## config.mk

```make
export PLATFORM = sky130hd
export DESIGN_NAME = eight_by_four_unsigned_divider
export DESIGN_NICKNAME = d
export VERILOG_FILES = /design/src/rtl/eight_by_four_unsigned_divider.sv
export SDC_FILE = /design/constraint.sdc
export NUM_CORES = 1
export LEC_CHECK = 0
export CAP_MARGIN = 10
export CORE_MARGIN = 1.5
export CORE_UTILIZATION = 25
export CTS_BUF_LIST = sky130_fd_sc_hd__clkbuf_8
export DETAILED_ROUTE_END_ITERATION = 16
export GPL_TIMING_DRIVEN = 0
export HOLD_SLACK_MARGIN = 0.02
export MAX_ROUTING_LAYER = met4
export PLACE_DENSITY = 0.53
export SLEW_MARGIN = 0
export SYNTH_ARGS = -nofsm -noshare
export SYNTH_HDL_FRONTEND = slang
export SYNTH_SLANG_ARGS = --single-unit
```

## constraint.sdc

```tcl
create_clock -name clk -period 5.3 [get_ports clk]
set_input_delay 0.795 -clock clk [delete_from_list [all_inputs] [get_ports clk]]
set_output_delay 0.795 -clock clk [all_outputs]
set_load 0.02 [all_outputs]
```

## src/rtl/eight_by_four_unsigned_divider.sv

```systemverilog
// Sequential restoring divider: one quotient bit per clock, start/done handshake.
// Results and the divide-by-zero flag are held until the next completion.
module eight_by_four_unsigned_divider #(
  parameter int unsigned DIVIDEND_W = 8,
  parameter int unsigned DIVISOR_W  = 4
) (
  input  logic                  clk,
  input  logic                  rst,
  input  logic                  start,
  input  logic [DIVIDEND_W-1:0] dividend,
  input  logic [DIVISOR_W-1:0]  divisor,
  output logic                  busy,
  output logic                  done,
  output logic [DIVIDEND_W-1:0] quotient,
  output logic [DIVISOR_W-1:0]  remainder,
  output logic                  div_by_zero
);

  localparam int unsigned CNT_W = $clog2(DIVIDEND_W + 1);

  typedef enum logic [1:0] {IDLE, CALC, DONE} state_t;

  state_t                state, state_n;
  logic [CNT_W-1:0]      cnt;
  logic [DIVISOR_W:0]    r, r_shift, r_next;
  logic [DIVIDEND_W-1:0] q, q_next;
  logic [DIVISOR_W-1:0]  d;
  logic                  last;

  // Partial remainder carries one extra bit so the trial compare cannot overflow.
  always_comb begin
    r_shift = {r[DIVISOR_W-1:0], q[DIVIDEND_W-1]};
    r_next  = r_shift;
    q_next  = {q[DIVIDEND_W-2:0], 1'b0};
    if (r_shift >= {1'b0, d}) begin
      r_next = r_shift - {1'b0, d};
      q_next = {q[DIVIDEND_W-2:0], 1'b1};
    end
  end

  assign last = (cnt == CNT_W'(1));

  always_ff @(posedge clk) begin
    if (rst) state <= IDLE;
    else     state <= state_n;
  end

  always_comb begin
    state_n = state;
    case (state)
      IDLE:    if (start) state_n = (divisor == '0) ? DONE : CALC;
      CALC:    if (last) state_n = DONE;
      DONE:    state_n = IDLE;
      default: state_n = IDLE;
    endcase
  end

  always_ff @(posedge clk) begin
    if (rst) begin
      cnt         <= '0;
      r           <= '0;
      q           <= '0;
      d           <= '0;
      quotient    <= '0;
      remainder   <= '0;
      div_by_zero <= 1'b0;
    end else begin
      case (state)
        IDLE: begin
          if (start) begin
            if (divisor == '0) begin
              quotient    <= '1;
              remainder   <= '0;
              div_by_zero <= 1'b1;
            end else begin
              d   <= divisor;
              cnt <= CNT_W'(DIVIDEND_W);
              r   <= '0;
              q   <= dividend;
            end
          end
        end
        CALC: begin
          r   <= r_next;
          q   <= q_next;
          cnt <= cnt - CNT_W'(1);
          if (last) begin
            quotient    <= q_next;
            remainder   <= r_next[DIVISOR_W-1:0];
            div_by_zero <= 1'b0;
          end
        end
        default: ;
      endcase
    end
  end

  assign busy = (state == CALC);
  assign done = (state == DONE);

endmodule
```

==> metrics.cfg <==
[clock_tree]
cts_max_path_buffers=2
cts_root_buf=clkbuf_8
post-cts-setup-buffer-count=0
cts_tree=built
cts_hold_buf=0
clk_pin_slew_ns=0.07
htreeDepth=2
clkSinkCount=35
clock_latency_ns=0.29
numCtsBuffers=5
cts_resized=0

[worst_hold_path]
hold_depth=2
hp-class=reg -> reg
holdPathEnd=q[0]
hp-start=q[0]

[detailed_routing]
dr.pass1.iters=4
viasPerCell=4.78
drt_iter0_markers=50
num_vias=1507
drc=0
ant_nets=0
totalWireLength_mm=4.23
wl_per_cell_um=13.4

[place]
place_hpwl_mm=3.12
numPortBuffers=28
gp_congestion=0.728
dp_cells=307
placed_area_um2=2090

[synth]
post-synth-top-area-fraction_pct=40.9
syn_area_per_cell_um2=8.47
syn_nets=224
synth_edf_count=0
async_flop_share_pct=0
ys_seq_area_share_pct=40.9
yosys.area.top_type=dfxtp_1
synthTopCellsByCount=dfxtp_1, nor2_1, nand2_1
ys.flop_type=dfxtp_1
ys.warnings.count=0
syn_area_um2=1710
ys_types=39
ys_top_cells_by_area=dfxtp_1, nor2_1, nor3_1, a311oi_1, nand2_1
yosysMostFrequentCell=dfxtp_1
synthCells=202
ys_seq_elements=35

[setup_path]
crit_type=reg -> out
end_kind=output port
reg2reg_to=r[1]
startpoint_type=flip-flop
r2r_start=q[7]
cp_slowest_cell=clkdlybuf4s50_1
cp_top_family=buffers and inverters
cp.arrival_ns=2.15
path_max_fanout=10
worst-r2r-setup-slack_ns=3.21
reg2regPathDepth=7
critPathBufInv=4
required_ns=4.51
path_cells=nand2b_1 -> buf_6 -> inv_6 -> clkbuf_1 -> clkdlybuf4s50_1
cpPeakStageDelay_ns=0.71

[layout]
final_cell_area_um2=2190
drive_above_1_share_pct=10.1
fin_nets=259
syn_to_final_growth_pct=27.9
instances_no_fill=315
antenna_cells=0

[floorplanning]
dieArea_um2=7350
die_y_um=85.7
ioPinCount=30
start_util_pct=26.4
core-area_um2=6490
num_rows=29
dieWidth_um=85.7

[global_route]
overflow=0
grt_max_degree=11
antenna_found_initial=0
grt.total_usage_pct=12.8
grt_pass1_wl_mm=7.16
grt_pass1_vias=1398

[pwr]
leakage_nw=0.797
peakVddDrop_uv=134
power.density_nw_per_um2=311

[sta]
fin_crit_sh_pct=55.6
worst_slew_pin_slew_ns=0.721
rsz0062_at_grt=false
skew_ns=0.00439
final_max_slew_viol_count=0
final.setup.tns_ns=0
layout_min_cycle_time_ns=2.95
max_clock_freq_mhz=339
max_slew_margin_pct=51.7
setup_viol=0
hold_violations=0

[flow_run]
cap_violations=0

[status]
status=finished clean

## tightest hold or removal path: stages, from the launching register on
cell and delay (ns):
dfxtp_1 0.33, nand2_1 0.06, a21oi_1 0.05
## area by class of cell
cell class | count | area (µm²)
tap | 77 | 96.3
fill | 681 | 4310
buffer | 12 | 68.8
clock inverter | 1 | 3.75
sequential | 35 | 701
multi-input combinational | 145 | 900
timing repair buffer | 28 | 280
clock buffer | 7 | 96.3
inverter | 10 | 42.5
## cells by family after synthesis
kind of cell | after synthesis | synth area share (%)
AOI/OAI and AO/OA | 42 | 19.0
xor gates and xnor gates | 3 | 1.54
muxes | 2 | 1.17
DFF | 35 | 40.9
adders and majority gates | 7 | 5.56
buffers and inverters | 22 | 6.51
and+or+nand+nor | 91 | 25.3
## layer usage
metal / part of all wire, % / vias up / global-route usage [%] / wire length [µm]
li1: - / 770 / - / -
met1: 50 / 702 / 17.4 / 2120
met2: 44 / 28 / 18.5 / 1880
met3: 3.7 / 7 / 2.98 / 157
met4: 1.7 / 0 / 4.84 / 70
met5: 0 / - / - / 0
## worst max-delay path by stage
stage               startpoint     endpoint  cells past startpoint
floorplan                start  quotient[3]                      6
global route          state[0]         busy                      5
detailed placement  divisor[1]         q[3]                      5
global placement    divisor[1]         q[5]                      5
finish                state[0]         busy                      5
CTS                   state[0]         busy                      5
## power by group
part           internal [mW]  switching, mW  leakage [nW]
registers              0.286         0.0170         0.287
clock network          0.117         0.0965        0.0557
logic                 0.0711         0.0943         0.454
## cell usage in the layout, fill, tap and decap left out, types with 2 or more instances in the layout
cell type	netlist	routed
a211oi_1	5	5
a211oi_2	3	3
a21oi_1	16	16
a311oi_1	10	10
a31oi_1	2	2
clkbuf_1	7	7
clkbuf_8	0	7
clkdlybuf4s50_1	0	28
dfxtp_1	35	35
ha_1	6	6
inv_1	9	10
mux2i_1	2	2
nand2_1	23	23
nand2b_1	2	2
nand2b_4	2	2
nor2_1	34	34
nor3_1	19	19
o21ai_0	2	2
or2_2	2	2
xor2_1	2	2
## stage by stage
stage	setup slack [ns]	utilization (%)	hold WS [ns]	total power [mW]
global route	2.17	33.7	0.517	0.722
CTS	2.33	33.7	0.488	0.690
global placement	2.59	32.2	0.473	0.473
finish	2.35	33.7	0.487	0.681
floorplan	3.38	-	0.449	0.421
detailed placement	2.58	32.2	0.475	0.474
## state kept, by name, summed over array words and instances (netlist names)
signal,count
q,8
quotient,8
cnt,4
d,4
r,4
remainder,4
state,2
div_by_zero,1
Note: power is estimated with default switching activity, not from simulation.
